<file path="src/rtl/mult_div_pkg.sv">
// Shared constants for the iterative HI/LO multiply/divide unit:
// FSM state encoding and iteration-counter sizing.
package mult_div_pkg;

    localparam int MD_ITER  = 32;
    localparam int MD_CNT_W = 5;

    localparam logic [1:0] ST_IDLE = 2'd0;
    localparam logic [1:0] ST_MULT = 2'd1;
    localparam logic [1:0] ST_DIV  = 2'd2;
    localparam logic [1:0] ST_DONE = 2'd3;

endpackage

</file>
<file path="src/rtl/div_restoring_step.sv">
// One restoring-division step on unsigned magnitudes: shift in the next
// dividend bit, trial-subtract the divisor, keep or restore.
module div_restoring_step #(
    parameter int WIDTH = 32
) (
    input  logic [WIDTH-1:0] rem_in,
    input  logic             dividend_bit,
    input  logic [WIDTH-1:0] divisor,
    output logic             q_bit,
    output logic [WIDTH-1:0] rem_out
);

    logic [WIDTH:0] shifted;
    logic [WIDTH:0] trial;

    // rem_in < divisor <= 2**(WIDTH-1), so bit WIDTH of the trial is a clean borrow flag.
    always_comb begin
        shifted = {rem_in, dividend_bit};
        trial   = shifted - {1'b0, divisor};
        q_bit   = ~trial[WIDTH];
        rem_out = trial[WIDTH] ? shifted[WIDTH-1:0] : trial[WIDTH-1:0];
    end

endmodule

</file>
<file path="src/rtl/mult_div_hilo.sv">
// Iterative signed multiply (radix-2 Booth) / divide (restoring) unit that
// owns the MIPS HI and LO registers; one result bit per clock.
module mult_div_hilo
    import mult_div_pkg::*;
#(
    parameter int WIDTH = 32
) (
    input  logic             clk,
    input  logic             reset_n,
    input  logic             start_mult,
    input  logic             start_div,
    input  logic [WIDTH-1:0] a_data,
    input  logic [WIDTH-1:0] b_data,
    output logic [WIDTH-1:0] hi_out,
    output logic [WIDTH-1:0] lo_out,
    output logic             busy,
    output logic             done,
    output logic             div_zero
);

    localparam logic [MD_CNT_W-1:0] LAST_ITER = MD_CNT_W'(MD_ITER - 1);

    logic [1:0]          state_q, state_d;
    logic [MD_CNT_W-1:0] cnt_q, cnt_d;
    logic [WIDTH-1:0]    opnd_q, opnd_d;
    logic [2*WIDTH:0]    acc_q, acc_d;
    logic                neg_quo_q, neg_quo_d;
    logic                neg_rem_q, neg_rem_d;
    logic [WIDTH-1:0]    hi_q, hi_d;
    logic [WIDTH-1:0]    lo_q, lo_d;
    logic                div_zero_q, div_zero_d;

    logic [WIDTH-1:0]    p_hi, p_lo;
    logic [WIDTH:0]      booth_sum;
    logic [2*WIDTH:0]    booth_next;
    logic [2*WIDTH:0]    div_next;
    logic                step_q;
    logic [WIDTH-1:0]    step_rem;
    logic [WIDTH-1:0]    a_mag, b_mag;
    logic [WIDTH-1:0]    quo_raw, rem_raw;

    div_restoring_step #(.WIDTH(WIDTH)) u_div_step (
        .rem_in       (acc_q[2*WIDTH-1:WIDTH]),
        .dividend_bit (acc_q[WIDTH-1]),
        .divisor      (opnd_q),
        .q_bit        (step_q),
        .rem_out      (step_rem)
    );

    // Booth: acc = {P_hi, P_lo, q-1}. The sum keeps one guard bit so that the
    // arithmetic right shift is just "drop q-1" on {sum, P_lo}.
    always_comb begin
        p_hi = acc_q[2*WIDTH:WIDTH+1];
        p_lo = acc_q[WIDTH:1];
        case ({p_lo[0], acc_q[0]})
            2'b01:   booth_sum = {p_hi[WIDTH-1], p_hi} + {opnd_q[WIDTH-1], opnd_q};
            2'b10:   booth_sum = {p_hi[WIDTH-1], p_hi} - {opnd_q[WIDTH-1], opnd_q};
            default: booth_sum = {p_hi[WIDTH-1], p_hi};
        endcase
        booth_next = {booth_sum, p_lo};
    end

    // Divide: acc[2W-1:W] is the partial remainder, acc[W-1:0] shifts the
    // dividend out and the quotient in.
    always_comb begin
        div_next = {1'b0, step_rem, acc_q[WIDTH-2:0], step_q};
        quo_raw  = div_next[WIDTH-1:0];
        rem_raw  = div_next[2*WIDTH-1:WIDTH];
        a_mag    = a_data[WIDTH-1] ? (~a_data + 1'b1) : a_data;
        b_mag    = b_data[WIDTH-1] ? (~b_data + 1'b1) : b_data;
    end

    // NOTE: every signal assigned below gets a default first so the case arms
    // only override what changes; otherwise synthesis infers latches.
    always_comb begin
        state_d    = state_q;
        cnt_d      = cnt_q;
        opnd_d     = opnd_q;
        acc_d      = acc_q;
        neg_quo_d  = neg_quo_q;
        neg_rem_d  = neg_rem_q;
        hi_d       = hi_q;
        lo_d       = lo_q;
        div_zero_d = 1'b0;

        case (state_q)
            ST_IDLE: begin
                if (start_mult) begin
                    opnd_d  = a_data;
                    acc_d   = {{WIDTH{1'b0}}, b_data, 1'b0};
                    cnt_d   = '0;
                    state_d = ST_MULT;
                end else if (start_div) begin
                    if (b_data != '0) begin
                        opnd_d    = b_mag;
                        acc_d     = {{(WIDTH+1){1'b0}}, a_mag};
                        neg_quo_d = a_data[WIDTH-1] ^ b_data[WIDTH-1];
                        neg_rem_d = a_data[WIDTH-1];
                        cnt_d     = '0;
                        state_d   = ST_DIV;
                    end else begin
                        div_zero_d = 1'b1;
                        state_d    = ST_DONE;
                    end
                end
            end
            ST_MULT: begin
                acc_d = booth_next;
                cnt_d = cnt_q + 1'b1;
                if (cnt_q == LAST_ITER) begin
                    hi_d    = booth_next[2*WIDTH:WIDTH+1];
                    lo_d    = booth_next[WIDTH:1];
                    state_d = ST_DONE;
                end
            end
            ST_DIV: begin
                acc_d = div_next;
                cnt_d = cnt_q + 1'b1;
                if (cnt_q == LAST_ITER) begin
                    hi_d    = neg_rem_q ? (~rem_raw + 1'b1) : rem_raw;
                    lo_d    = neg_quo_q ? (~quo_raw + 1'b1) : quo_raw;
                    state_d = ST_DONE;
                end
            end
            default: state_d = ST_IDLE;
        endcase
    end

    // NOTE: sequential state uses non-blocking assignments so every flop
    // samples the pre-edge value of its peers.
    always_ff @(posedge clk or negedge reset_n) begin
        if (!reset_n) begin
            state_q    <= ST_IDLE;
            cnt_q      <= '0;
            opnd_q     <= '0;
            acc_q      <= '0;
            neg_quo_q  <= 1'b0;
            neg_rem_q  <= 1'b0;
            hi_q       <= '0;
            lo_q       <= '0;
            div_zero_q <= 1'b0;
        end else begin
            state_q    <= state_d;
            cnt_q      <= cnt_d;
            opnd_q     <= opnd_d;
            acc_q      <= acc_d;
            neg_quo_q  <= neg_quo_d;
            neg_rem_q  <= neg_rem_d;
            hi_q       <= hi_d;
            lo_q       <= lo_d;
            div_zero_q <= div_zero_d;
        end
    end

    assign hi_out   = hi_q;
    assign lo_out   = lo_q;
    assign busy     = (state_q == ST_MULT) || (state_q == ST_DIV);
    assign done     = (state_q == ST_DONE);
    assign div_zero = div_zero_q;

endmodule
</file>
<file path="config.mk">
export PLATFORM = sky130hd
export DESIGN_NAME = mult_div_hilo
export DESIGN_NICKNAME = d
export VERILOG_FILES = /design/src/rtl/mult_div_pkg.sv /design/src/rtl/div_restoring_step.sv /design/src/rtl/mult_div_hilo.sv
export SDC_FILE = /design/constraint.sdc
export NUM_CORES = 1
export LEC_CHECK = 0
export CAP_MARGIN = 25
export CORE_MARGIN = 4
export CORE_UTILIZATION = 30
export DETAILED_ROUTE_END_ITERATION = 7
export MAX_ROUTING_LAYER = met4
export PLACE_DENSITY = 0.56
export SETUP_SLACK_MARGIN = 0.15
export SYNTH_ARGS = -nofsm -noshare
export SYNTH_HDL_FRONTEND = slang
export SYNTH_SLANG_ARGS = --single-unit
</file>
<file path="constraint.sdc">
create_clock -name clk -period 13.55 [get_ports clk]
set_clock_uncertainty 0.1 [all_clocks]
set_input_delay 2.71 -clock clk [delete_from_list [all_inputs] [get_ports clk]]
set_output_delay 2.71 -clock clk [all_outputs]
set_load 0.02 [all_outputs]
</file>
==> impl_metrics.tcl <==
set metrics [dict create \
    status "finished, final reports clean" \
    endpoint_kind "flip-flop" \
    arrival_ns 6.90 \
    row_count 86 \
    die_h_um 243 \
    worstHoldPathType "flip-flop to flip-flop" \
    setup_viol 0 \
    r2r-end "hi_out[26]" \
    finalHoldViolations 0 \
    start_util 0.302 \
    synth-edff-count 0 \
    tns_ns 0 \
    syn_area_per_cell_um2 7.63 \
    antenna_left 0 \
    hold_buffers 0 \
    area_delta_synth_final_pct 15.1 \
    grt_setup_unrepaired "false" \
    critPathLaunchType "input port" \
    clk_latency_ns 0.46 \
    ys_types 95 \
    dieArea_mm2 0.0592 \
    ys_seq_area_frac 0.257 \
    core_mm2 0.0550 \
    cellLeakagePower_nw 7.75 \
    clk_pin_slew_ns 0.07 \
    overflow 0 \
    clockRootBuffer "clkbuf_16" \
    first_iter_violations 1272 \
    postCtsSetupRepairBufs 0 \
    cts_tree "built" \
    rr_worst_depth 21 \
    slew_headroom 0.342 \
    ioPinCount 135 \
    hold_start "hi_out[1]" \
    async_reset_ff_frac 1.00 \
    syn-num-nets 2326 \
    cts_sinks 171 \
    first_pass_iters 7 \
    drv_slew 0 \
    grt_pass1_wl_um 95800 \
    p_comb_frac 0.737 \
    max_cap_viol_count 0 \
    pwr-share-clk 0.087 \
    dpl.cell_count 2941 \
    wl_per_cell_um 20.8 \
    num_vias 16618 \
    yosysTopAreaCellShare 0.257 \
    grt_max_degree 87 \
    ys.warnings.count 0 \
    power_density_mw_per_mm2 301 \
    vdd_drop_max_v 0.000157 \
    grt.total_usage 0.210 \
    clockBufferDepth 2 \
    htreeDepth 4 \
    setup.worst_path.class "input port to flip-flop" \
    route.detailed.drc 0 \
    hpwl_um 48500 \
    cts_resized 0 \
    grt_pass1_vias 16344 \
    io_buffers 134 \
    r2r-start "acc_q[31]" \
    worst_slew_pin_slew_ns 0.975 \
    regToRegSetupSlack_ns 7.22 \
    netlist_top_cells_area "dfrtp_1 26%, nand2_1 6.3%, o21ai_0 5.8%, ha_1 5.8%, a21oi_1 5.0%" \
    nets 2359 \
    period_minus_slack_ns 6.65 \
    place.gp.congestion 0.949 \
    ys.flop_type "dfrtp_1" \
    antenna_cells 0 \
    yosys.area.top_type "dfrtp_1" \
    whs_path_depth 2 \
    syn_area_mm2 0.0166 \
    internal_power_w 0.00254 \
    finalCritPeriodShare 0.491 \
    ys_ff_latch 171 \
    numCtsBuffers 17 \
    routed_wl_um 61900 \
    stdcell_count 2973 \
    antenna_found_initial 0 \
    seqPwrFrac 0.176 \
    syn_inst 2179 \
    drive_above_1_share 0.0566 \
    total_switching_power_w 0.00322 \
    worstPathRequired_ns 13.79 \
    crit_fanout 86 \
    max_freq_mhz 150 \
    vias_per_cell 5.59 \
    whs_endpoint "hi_out[1]" \
    die_w_um 243 \
    p_sw_frac 0.559 \
]
==> per-stage QoR <==
step / power, W / util / instance area (µm²) / hold slack, ns / worst slack (ns)
6_report: 0.00576 / 0.348 / 19100 / 0.386 / 6.90
2_1_floorplan: 0.00398 / - / 16600 / 0.345 / 7.97
5_1_grt: 0.00622 / 0.348 / 19100 / 0.412 / 6.48
3_3_place_gp: 0.00519 / 0.337 / 18500 / 0.364 / 6.54
3_5_place_dp: 0.00524 / 0.337 / 18500 / 0.372 / 6.50
4_1_cts: 0.00576 / 0.348 / 19100 / 0.393 / 7.00
==> registers in the layout, indices dropped and copies added, names as in the netlist <==
register	cells
acc_q	65
neg_rem_q	1
state_q	2
div_zero	1
cnt_q	5
neg_quo_q	1
hi_out	32
lo_out	32
opnd_q	32
==> kinds of logic (layout without fill, tap and decap cells) <==
logic type                 count (synthesis)  count (layout)  synth area share
AOI/OAI and AO/OA                        752             752             0.299
adders and majority gates                 79              79            0.0604
and+or+nand+nor                          716             716             0.198
muxes                                     62              62            0.0391
DFF                                      171             171             0.257
xor gates and xnor gates                 180             180            0.0949
buffers and inverters                    219             265            0.0518
==> layer usage <==
| metal | routed length (µm) | global-route usage | share of wire |
|---|---|---|---|
| met1 | 26800 | 0.261 | 0.43 |
| met2 | 30100 | 0.353 | 0.49 |
| met3 | 2940 | 0.0270 | 0.047 |
| met4 | 2070 | 0.0706 | 0.033 |
| met5 | 0 | - | 0 |
==> synthesized netlist by cell type (all sizes together), types with 29 or more instances <==
library cell	instances
nand2	281
o21ai	207
nor2	200
dfrtp	171
a21oi	168
clkbuf	108
xnor2	92
xor2	88
ha	77
inv	73
o31ai	57
nor3	48
a211oi	45
mux2i	39
nand3	36
buf	35
o21a	34
a21o	30
a221oi	29
==> final cells by class <==
cell class / instances / area (µm²)
timing repair buffer: 157 / 1510
clock inverter: 14 / 148
sequential: 171 / 4280
multi-input combinational: 1789 / 11500
clock buffer: 18 / 439
tap: 748 / 936
fill: 5806 / 35900
inverter: 76 / 288
==> cell usage in the layout, fill, tap and decap left out, types with 17 or more instances in the layout <==
cell	Yosys	routed
inv_1	71	71
o41ai_1	18	18
clkbuf_16	0	17
a21oi_1	165	165
xnor2_1	92	92
or3_1	21	21
a31oi_1	26	26
a211oi_1	44	44
o21a_1	34	33
clkdlybuf4s50_1	0	132
a221oi_1	28	28
nor2b_1	20	20
mux2i_1	39	39
nand3_1	35	35
a22oi_1	21	21
nor3_1	46	46
nand2_1	279	279
ha_1	77	75
or4_1	20	20
a21o_1	30	30
buf_4	0	24
o21ai_0	194	193
nor2_1	199	199
mux2_2	23	23
xor2_1	88	88
o31ai_1	54	54
dfrtp_1	171	171
==> worst max-delay path by stage <==
stage | slack, ns | start | depth (start not counted) | endpoint
after floorplan | 7.97 | a_data[5] | 10 | acc_q[29]
after global placement | 6.54 | b_data[6] | 12 | acc_q[64]
after detailed placement | 6.50 | b_data[6] | 12 | acc_q[64]
after CTS | 7.00 | b_data[6] | 12 | acc_q[64]
after global routing | 6.48 | b_data[6] | 12 | acc_q[64]
final | 6.90 | b_data[6] | 12 | acc_q[64]
==> critical path, stage by stage <==
cell and delay (ns):
clkdlybuf4s50_1 0.51, or4_1 0.63, nor4_1 0.44, nand3_1 0.29, nor3_1 0.34, nor2b_1 0.14
o21ai_4 0.12, buf_4 0.48, o21a_2 0.22, buf_4 0.64, or4_1 0.23, o21ai_0 0.07
==> power by group through the flow <==
stage               combinational (W)  clock [W]  sequential (W)
floorplan                     0.00306          0        0.000925
global placement              0.00418          0         0.00101
detailed placement            0.00422          0         0.00102
CTS                           0.00423   0.000512         0.00101
global route                  0.00464   0.000532         0.00104
finish                        0.00425   0.000500         0.00102
Note: power is estimated with default switching activity, not from simulation.
